### src/rtl/line_raster_multi_if.sv
// Line-command and pixel-beat channels of the multi-lane line rasterizer.
// Both channels are valid/ready: a transfer happens on a clock edge where valid
// and ready are both high; valid never waits on ready, and the sender holds
// payload stable from valid rising until that transfer.
interface line_raster_multi_if #(
  parameter int COORD_W = 13,
  parameter int LANES   = 2,
  parameter int ADDR_W  = 19,
  parameter int COLOR_W = 4
);
  logic                        in_valid;
  logic                        in_ready;
  logic signed [COORD_W-1:0]   start_x;
  logic signed [COORD_W-1:0]   start_y;
  logic signed [COORD_W-1:0]   end_x;
  logic signed [COORD_W-1:0]   end_y;
  logic [COLOR_W-1:0]          color;
  logic                        out_valid;
  logic                        out_ready;
  logic [LANES*COORD_W-1:0]    pix_x;
  logic [LANES*COORD_W-1:0]    pix_y;
  logic [LANES*ADDR_W-1:0]     pix_addr;
  logic [LANES-1:0]            pix_mask;
  logic [COLOR_W-1:0]          pix_color;
  logic                        out_last;

  modport master (
    output in_valid, start_x, start_y, end_x, end_y, color, out_ready,
    input  in_ready, out_valid, pix_x, pix_y, pix_addr, pix_mask, pix_color, out_last
  );

  modport slave (
    input  in_valid, start_x, start_y, end_x, end_y, color, out_ready,
    output in_ready, out_valid, pix_x, pix_y, pix_addr, pix_mask, pix_color, out_last
  );
endinterface

### src/rtl/line_raster_multi.sv
// Multi-lane Bresenham line rasterizer: one line in, beats of LANES pixels out.
// Optional SKIP_OFFSCREEN_EN swallows fully masked beats except the last one.
module line_raster_multi #(
  parameter int COORD_W  = 13,
  parameter int SCREEN_W = 640,
  parameter int SCREEN_H = 480,
  parameter int LANES    = 2,
  parameter int ADDR_W   = 19,
  parameter int COLOR_W  = 4
) (
  input  logic                clk,
  input  logic                rst,
  line_raster_multi_if.slave  bus,
  output logic                busy,
  output logic [1:0]          dbg_state
);
  localparam int W = COORD_W + 2;
  localparam logic signed [W-1:0] HALF_W = W'(SCREEN_W / 2);
  localparam logic signed [W-1:0] HALF_H = W'(SCREEN_H / 2);
  localparam logic signed [W-1:0] LIM_X  = W'(SCREEN_W);
  localparam logic signed [W-1:0] LIM_Y  = W'(SCREEN_H);
  localparam logic signed [W-1:0] ONE    = W'(1);
  localparam logic [ADDR_W-1:0]   ROW_A  = ADDR_W'(SCREEN_W);

  typedef enum logic [1:0] {IDLE = 2'd0, SETUP = 2'd1, RUN = 2'd2} state_t;
  state_t state_q, state_d;

  logic signed [W-1:0] sx0_q, sy0_q, sx1_q, sy1_q;
  logic signed [W-1:0] dmaj_q, dmin_q;
  logic                xmaj_q, stxn_q, styn_q;
  logic signed [W-1:0] wx_q, wy_q, werr_q, wk_q;
  logic [LANES*COORD_W-1:0] px_q, py_q;
  logic [LANES*ADDR_W-1:0]  addr_q;
  logic [LANES-1:0]         mask_q;
  logic                     last_q;
  logic [COLOR_W-1:0]       color_q;

  logic in_ready_c, out_valid_c, advance, skip;

  // Setup: deltas in screen space, major axis, step directions
  logic signed [W-1:0] dx, dy, adx, ady, s_dmaj, s_dmin;
  logic                s_xmaj;
  always_comb begin
    dx     = sx1_q - sx0_q;
    dy     = sy1_q - sy0_q;
    adx    = dx[W-1] ? -dx : dx;
    ady    = dy[W-1] ? -dy : dy;
    s_xmaj = (adx >= ady);
    s_dmaj = s_xmaj ? adx : ady;
    s_dmin = s_xmaj ? ady : adx;
  end

  // The beat generator is fed straight from setup results in SETUP, then from the walker
  logic                c_setup, c_xmaj;
  logic signed [W-1:0] c_dmaj, c_dmin, c_x, c_y, c_err, c_k, c_stx, c_sty;
  always_comb begin
    c_setup = (state_q == SETUP);
    c_xmaj  = c_setup ? s_xmaj : xmaj_q;
    c_dmaj  = c_setup ? s_dmaj : dmaj_q;
    c_dmin  = c_setup ? s_dmin : dmin_q;
    c_x     = c_setup ? sx0_q : wx_q;
    c_y     = c_setup ? sy0_q : wy_q;
    c_err   = c_setup ? -s_dmaj : werr_q;
    c_k     = c_setup ? '0 : wk_q;
    c_stx   = (c_setup ? dx[W-1] : stxn_q) ? -ONE : ONE;
    c_sty   = (c_setup ? dy[W-1] : styn_q) ? -ONE : ONE;
  end

  // Error term e = r - 2*dmaj, where r is the remainder of (2k*dmin + dmaj) / (2*dmaj)
  logic [LANES*COORD_W-1:0] n_px, n_py;
  logic [LANES*ADDR_W-1:0]  n_addr;
  logic [LANES-1:0]         n_mask;
  logic                     n_last;
  logic signed [W-1:0]      t_x, t_y, t_e, n_wk;
  always_comb begin
    n_px   = '0;
    n_py   = '0;
    n_addr = '0;
    n_mask = '0;
    t_x    = c_x;
    t_y    = c_y;
    t_e    = c_err;
    for (int i = 0; i < LANES; i++) begin
      n_px[i*COORD_W +: COORD_W] = t_x[COORD_W-1:0];
      n_py[i*COORD_W +: COORD_W] = t_y[COORD_W-1:0];
      n_addr[i*ADDR_W +: ADDR_W] = ADDR_W'(t_y) * ROW_A + ADDR_W'(t_x);
      n_mask[i] = ((c_k + W'(i)) <= c_dmaj) && (t_x >= 0) && (t_x < LIM_X) &&
                  (t_y >= 0) && (t_y < LIM_Y);
      t_e = t_e + c_dmin + c_dmin;
      if (c_xmaj) t_x = t_x + c_stx;
      else        t_y = t_y + c_sty;
      if (t_e >= 0) begin
        if (c_xmaj) t_y = t_y + c_sty;
        else        t_x = t_x + c_stx;
        t_e = t_e - c_dmaj - c_dmaj;
      end
    end
    n_last = (c_k + W'(LANES - 1)) >= c_dmaj;
    n_wk   = c_k + W'(LANES);
  end

`ifdef SKIP_OFFSCREEN_EN
  assign skip = (mask_q == '0) && !last_q;
`else
  assign skip = 1'b0;
`endif

  always_ff @(posedge clk) begin
    if (rst) state_q <= IDLE;
    else     state_q <= state_d;
  end

  always_comb begin
    state_d     = state_q;
    in_ready_c  = 1'b0;
    out_valid_c = 1'b0;
    advance     = 1'b0;
    case (state_q)
      IDLE: begin
        in_ready_c = !rst;
        if (bus.in_valid && !rst) state_d = SETUP;
      end
      SETUP: state_d = RUN;
      RUN: begin
        out_valid_c = !skip;
        advance     = skip || bus.out_ready;
        if (advance && last_q) state_d = IDLE;
      end
      default: state_d = IDLE;
    endcase
  end

  always_ff @(posedge clk) begin
    if (rst) begin
      {sx0_q, sy0_q, sx1_q, sy1_q} <= '0;
      {dmaj_q, dmin_q, wx_q, wy_q, werr_q, wk_q} <= '0;
      {xmaj_q, stxn_q, styn_q} <= '0;
      px_q    <= '0;
      py_q    <= '0;
      addr_q  <= '0;
      mask_q  <= '0;
      last_q  <= 1'b0;
      color_q <= '0;
    end else begin
      if (state_q == IDLE && bus.in_valid) begin
        sx0_q   <= W'(bus.start_x) + HALF_W;
        sy0_q   <= HALF_H - W'(bus.start_y);
        sx1_q   <= W'(bus.end_x) + HALF_W;
        sy1_q   <= HALF_H - W'(bus.end_y);
        color_q <= bus.color;
      end
      if (c_setup) begin
        dmaj_q <= s_dmaj;
        dmin_q <= s_dmin;
        xmaj_q <= s_xmaj;
        stxn_q <= dx[W-1];
        styn_q <= dy[W-1];
      end
      if (c_setup || (advance && !last_q)) begin
        px_q   <= n_px;
        py_q   <= n_py;
        addr_q <= n_addr;
        mask_q <= n_mask;
        last_q <= n_last;
        wx_q   <= t_x;
        wy_q   <= t_y;
        werr_q <= t_e;
        wk_q   <= n_wk;
      end else if (advance) begin
        mask_q <= '0;
        last_q <= 1'b0;
      end
    end
  end

  assign bus.in_ready  = in_ready_c;
  assign bus.out_valid = out_valid_c;
  assign bus.pix_x     = px_q;
  assign bus.pix_y     = py_q;
  assign bus.pix_addr  = addr_q;
  assign bus.pix_mask  = mask_q;
  assign bus.pix_color = color_q;
  assign bus.out_last  = last_q;
  assign busy          = (state_q != IDLE);
  assign dbg_state     = state_q;
endmodule
### src/flat_wrapper.sv
// flat-port wrapper written by rule: the top's interface ports become plain ports
module line_raster_multi_flat 
#(
  parameter int COORD_W  = 13,
  parameter int SCREEN_W = 640,
  parameter int SCREEN_H = 480,
  parameter int LANES    = 2,
  parameter int ADDR_W   = 19,
  parameter int COLOR_W  = 4
)
  (clk, rst, busy, dbg_state, bus_in_valid, bus_start_x, bus_start_y, bus_end_x, bus_end_y, bus_color, bus_out_ready, bus_in_ready, bus_out_valid, bus_pix_x, bus_pix_y, bus_pix_addr, bus_pix_mask, bus_pix_color, bus_out_last);
  line_raster_multi_if #(.COORD_W(COORD_W), .LANES(LANES), .ADDR_W(ADDR_W), .COLOR_W(COLOR_W)) bus_i ();
  input  logic clk;
  input  logic rst;
  output logic busy;
  output logic [1:0] dbg_state;
  input wire logic [$bits(bus_i.in_valid)-1:0] bus_in_valid;
  input wire logic [$bits(bus_i.start_x)-1:0] bus_start_x;
  input wire logic [$bits(bus_i.start_y)-1:0] bus_start_y;
  input wire logic [$bits(bus_i.end_x)-1:0] bus_end_x;
  input wire logic [$bits(bus_i.end_y)-1:0] bus_end_y;
  input wire logic [$bits(bus_i.color)-1:0] bus_color;
  input wire logic [$bits(bus_i.out_ready)-1:0] bus_out_ready;
  output wire logic [$bits(bus_i.in_ready)-1:0] bus_in_ready;
  output wire logic [$bits(bus_i.out_valid)-1:0] bus_out_valid;
  output wire logic [$bits(bus_i.pix_x)-1:0] bus_pix_x;
  output wire logic [$bits(bus_i.pix_y)-1:0] bus_pix_y;
  output wire logic [$bits(bus_i.pix_addr)-1:0] bus_pix_addr;
  output wire logic [$bits(bus_i.pix_mask)-1:0] bus_pix_mask;
  output wire logic [$bits(bus_i.pix_color)-1:0] bus_pix_color;
  output wire logic [$bits(bus_i.out_last)-1:0] bus_out_last;
  assign bus_i.in_valid = bus_in_valid;
  assign bus_i.start_x = bus_start_x;
  assign bus_i.start_y = bus_start_y;
  assign bus_i.end_x = bus_end_x;
  assign bus_i.end_y = bus_end_y;
  assign bus_i.color = bus_color;
  assign bus_i.out_ready = bus_out_ready;
  assign bus_in_ready = bus_i.in_ready;
  assign bus_out_valid = bus_i.out_valid;
  assign bus_pix_x = bus_i.pix_x;
  assign bus_pix_y = bus_i.pix_y;
  assign bus_pix_addr = bus_i.pix_addr;
  assign bus_pix_mask = bus_i.pix_mask;
  assign bus_pix_color = bus_i.pix_color;
  assign bus_out_last = bus_i.out_last;
  line_raster_multi #(.COORD_W(COORD_W), .SCREEN_W(SCREEN_W), .SCREEN_H(SCREEN_H), .LANES(LANES), .ADDR_W(ADDR_W), .COLOR_W(COLOR_W)) u_core (.clk(clk), .rst(rst), .bus(bus_i), .busy(busy), .dbg_state(dbg_state));
endmodule
### config.mk
export PLATFORM = sky130hd
export DESIGN_NAME = line_raster_multi_flat
export DESIGN_NICKNAME = d
export VERILOG_FILES = /design/src/rtl/line_raster_multi_if.sv /design/src/rtl/line_raster_multi.sv /design/src/flat_wrapper.sv
export SDC_FILE = /design/constraint.sdc
export NUM_CORES = 1
export LEC_CHECK = 0
export ABC_CLOCK_PERIOD_IN_PS = 40000
export CAP_MARGIN = 20
export CORE_UTILIZATION = 35
export DETAILED_ROUTE_END_ITERATION = 10
export PLACE_DENSITY_LB_ADDON = 0.05
export SLEW_MARGIN = 20
export SYNTH_ARGS = -nofsm -noshare
export SYNTH_HDL_FRONTEND = slang
export SYNTH_SLANG_ARGS = --single-unit
### constraint.sdc
create_clock -name clk -period 40 [get_ports clk]
set_input_delay 8 -clock clk [delete_from_list [all_inputs] [get_ports clk]]
set_output_delay 8 -clock clk [all_outputs]
set_load 0.005 [all_outputs]
# Word-level counts from Yosys, hierarchy flattened
# Cells that the tools add are included.
# W data, S select, Z words.
[totals] output_inout_bits=102 regBits=252 in_bits=60 wordCells=127
[classes] eq_ne=4 muxes=39 reduce_logical=19 add_sub_neg=29 magnitude_cmp=14 n_mul=2
[ops] operator="$mux W15" n=26
[ops] operator="$add A15 B15 Y15" n=12
[ops] operator="$ge A15 B1 Y1 const B" n=6
[ops] operator="$sub A15 B15 Y15" n=6
[ops] operator="$neg A15 Y15" n=3
[ops] operator="$add A19 B19 Y19" n=2
[ops] operator="$mul A19 B3 Y12 const B" n=2
[ops] operator="$ge A15 B15 Y1" n=2
[ops] operator="$le A15 B15 Y1" n=2
[ops] operator="$lt A15 B10 Y1 const B" n=2
[ops] operator="$lt A15 B11 Y1 const B" n=2
[ops] operator="$add A13 B10 Y14 const B" n=2
[ops] operator="$sub A9 B13 Y14 const A" n=2
[ops] operator="$add A15 B2 Y15 const B" n=1
[ops] operator="$add A15 B3 Y15 const B" n=1
[ops] operator="$logic_and A1 B1 Y1" n=12
[ops] operator="$mux W1" n=8
[ops] operator="$mux W2" n=4
[ops] operator="$pmux W2 S3" n=1
[ops] operator="$ne A2 B1 Y1 const B" n=2
[ops] operator="$reduce_bool A2 Y1" n=2
[ops] operator="$eq A2 B1 Y1 const B" n=1
[ops] operator="$eq A2 B2 Y1 const B" n=1
[ops] operator="$logic_not A1 Y1" n=2
[ops] operator="other kinds (3)" n=3

# Depth between registers and ports, before layout
[logic_depth] depth_word=17 depth_mapped=76 depth_no_buf=73

# Worst setup path after synthesis
# OpenSTA, ideal clock, no wires.
[synth_path] kind="input to output" startpoint="input rst" endpoint="output bus_in_ready" cell_stages=4 arrival_ns=8.892 setup_slack_ns=23.108 required_ns=32.000 cell_sequence="clkbuf_1 > clkbuf_1 > clkbuf_1 > nor2_1"
[synth_between] elab_chain_len=2
[synth_rtl] item="start: declaration" line="flat_wrapper.sv:14" rtl="input logic rst;"
[synth_rtl] item="$logic_not A1 Y1" line="line_raster_multi.sv:120" rtl="in_ready_c = !rst;"
[synth_rtl] item="$mux W1" line="line_raster_multi.sv:118" rtl="case (state_q)"
[synth_rtl] item="end: declaration" line="flat_wrapper.sv:24" rtl="output wire logic [$bits(bus_i.in_ready)-1:0] bus_in_ready;"
# No other way between the ends.

# Worst setup path in the final report
# Same ends and word-level chain as after synthesis.

==> summary.md <==
| Metric | Value |
|---|---|
| Final period util | 42.44% |
| Area contributors post-synth | dfxtp_1 (19%), ha_1 (15%), a21oi_1 (6.9%) |
| # resized after CTS | 0 |
| Max transition margin | 27.16% |
| Final ANT Viol Nets | 0 |
| Global route total overflow | 0 |
| Max-cap violation count | 0 |
| CP Data Arrival Time | 8980 ps |
| RSZ-0062 raised after global routing | false |
| Vias | 23,070 |
| Top Ports | 162 |
| Most frequent cells in the layout | nand2_1 (373), nor2_1 (336), a21oi_1 (330), ha_1 (294), dfxtp_1 (232) |
| Synthesized flop and latch total | 232 |
| Fillers | 6,996 |
| Number of CTS-inserted buffers | 34 |
| Wire per inst | 20.23 um |
| HP Class | reg2reg |
| Number of H-tree levels | 2 |
| Synth warn | 0 |
| CTS tree | done |
| TNS Setup | 0 ps |
| Final Util | 40.76% |
| Register area share after synthesis | 19.47% |
| Met3 wire len | 3194 um |
| Clock latency on the worst-skew pair | 570 ps |
| Critical Path End Type | output pin |
| Root Buffer | clkbuf_16 |
| Number of port buffers | 161 |
| Synthesized instance count | 3,219 |
| Pre-CTS setup slack | 23,010 ps |
| First-pass GRT wire length | 132,100 um |
| Post-cts hold buffer count | 0 |
| Crit path max fanout | 54 |
| Drt total wl | 85,070 um |
| Postcts setup bufs | 0 |
| Largest family of logic cells by synthesized area | compound AO/OA/AOI/OAI gates |
| Area delta synth->final | 14.94% |
| # diodes | 0 |
| Ys async rst share | 0% |
| GRT Util Overall | 24.12% |
| Number of global-route vias before repair | 22,680 |
| Area of the mapped netlist | 23,860 um^2 |
| Most common cell after layout, fill and taps aside | nand2_1 |
| Startpoint Class | input port |
| Post-Synth XOR/XNOR Area | 10.03% |
| Post-synth EDFFs | 0 |
| Clk sinks | 232 |
| Min setup slack post-route | 23,020 ps |
| Max frequency | 58.91 MHz |
| Top sig layer | met4 |
| Routed length on met1 | 39,550 um |
| Worst-Margin Slew | 1088 ps |
| Min Tclk post-route | 16,980 ps |
| DRT iter0 DRCs | 1,406 |
| Slew Viols, Final | 0 |
| Routed met2 length | 40,080 um |
| Share of layout cells above drive strength 1 | 4.922% |
| Initial antenna violation count | 0 |
| Routed vias/inst | 5.485 |
| Share of the synthesized area in the top cell type | 19.47% |
| Post-synth cell types | 104 |
| Gp weighted congestion | 0.9088 |
| DRC | 0 |
| Mux share of post-synthesis cell area | 2.413% |
| Rows | 95 |
| Longest Clk Path Bufs | 3 |
| Setup CP Type | in2out |
| DP Wirelength | 65,380 um |
| Post-Synth Adder-Cell Area | 16.80% |
| Die area | 69,210 um^2 |
| Largest net degree at the start of global routing | 83 |
| Nets | 3,681 |
| Reg clk slew, reported paths | 50 ps |
| Cell taking the most area after synthesis | dfxtp_1 |
| Initial Utilization | 35.46% |
| Final setup vio count | 0 |
| Avg Cell Area, Syn | 7.411 um^2 |
| Clock skew | 29.66 ps |
| Die Y | 263.1 um |
| CP required | 32,000 ps |
| Core area | 67,280 um^2 |
| Layout Cells excl Fill | 4,205 |
| Placed insts | 4,148 |
| Die Wd | 263.1 um |
| Synth Flop Type | dfxtp_1 |
| Compound-cell area share of the yosys netlist | 25.58% |
| Post-Synth Simple-Gate Area | 19.93% |
| Status | complete, no violations |
| Syn nets | 3,589 |
| Pre-antenna DRT Iters | 5 |
| Fin. Hold Viols | 0 |
cells by family after synthesis:
| kind of cell | Yosys count |
|---|---|
| AND/OR/NAND/NOR | 1052 |
| buffers and inverters | 345 |
| adder cells (fa/ha/maj) | 311 |
| XOR/XNOR | 270 |
| flip-flops | 232 |
| multiplexers | 56 |
| AO/OA/AOI/OAI | 953 |
final cells by class:
class | instances | area (um^2) | area share (%)
multi-input combinational | 2642 | 17920 | 65.34
sequential | 232 | 4644 | 16.94
timing repair buffer | 208 | 1968 | 7.177
tap | 873 | 1092 | 3.983
clock buffer | 47 | 949.7 | 3.463
inverter | 193 | 724.4 | 2.642
clock inverter | 10 | 125.1 | 0.4563
state kept, by name (all words and copies together), names as in the netlist, 12 cells and up:
| name | flops |
|---|---|
| u_core.dmin_q | 14 |
| u_core.wk_q | 15 |
| u_core.bus.pix_y | 26 |
| u_core.werr_q | 14 |
| u_core.sy0_q | 14 |
| u_core.sx1_q | 14 |
| u_core.bus.pix_x | 12 |
| u_core.bus.pix_addr | 38 |
| u_core.sy1_q | 14 |
| u_core.dmaj_q | 15 |
| u_core.wy_q | 15 |
| u_core.sx0_q | 14 |
| u_core.wx_q | 15 |
final timing paths:
check,from,to,slack [ps],cells past startpoint
min reg2reg,u_core.bus.pix_x[21],u_core.bus.pix_x[21],450,2
max reg2reg,u_core.sx0_q[0],u_core.wy_q[14],23280,66
min,u_core.bus.pix_x[21],u_core.bus.pix_x[21],450,2
max,rst,bus_in_ready,23020,3
synthesized netlist by cell type, types with 32 or more instances:
master	number
a211oi_1	87
a21boi_0	34
a21o_1	72
a21oi_1	331
clkbuf_1	106
dfxtp_1	232
ha_1	294
inv_1	191
mux2i_1	47
nand2_1	374
nand2b_1	32
nand3_1	58
nor2_1	338
nor2b_1	41
nor3_1	61
o21a_1	35
o21ai_0	177
o21bai_1	50
xnor2_1	183
xor2_1	84
critical path, stage by stage:
cell and delay [ps]:
clkbuf_8 230, nor2_1 170, clkdlybuf4s50_1 510
stage by stage:
stage	hold WS [ps]	cell area [um^2]
3_5_place_dp	443.9	26340
5_1_grt	467.9	27420
3_3_place_gp	438.4	26330
2_1_floorplan	424.8	23860
6_report	447.3	27420
4_1_cts	451.3	27420
routing by layer:
| metal | track usage (%) | vias to the layer above |
|---|---|---|
| met1 | 31.60 | 10980 |
| met3 | 2.806 | 108 |
| met2 | 41.60 | 436 |
| li1 | - | 11540 |
| met4 | 6.480 | 0 |
| met5 | 0 | - |
Power is left out: the tool's default activity adds up to more than one toggle a clock period on the data nets, which glitch-free logic cannot reach.
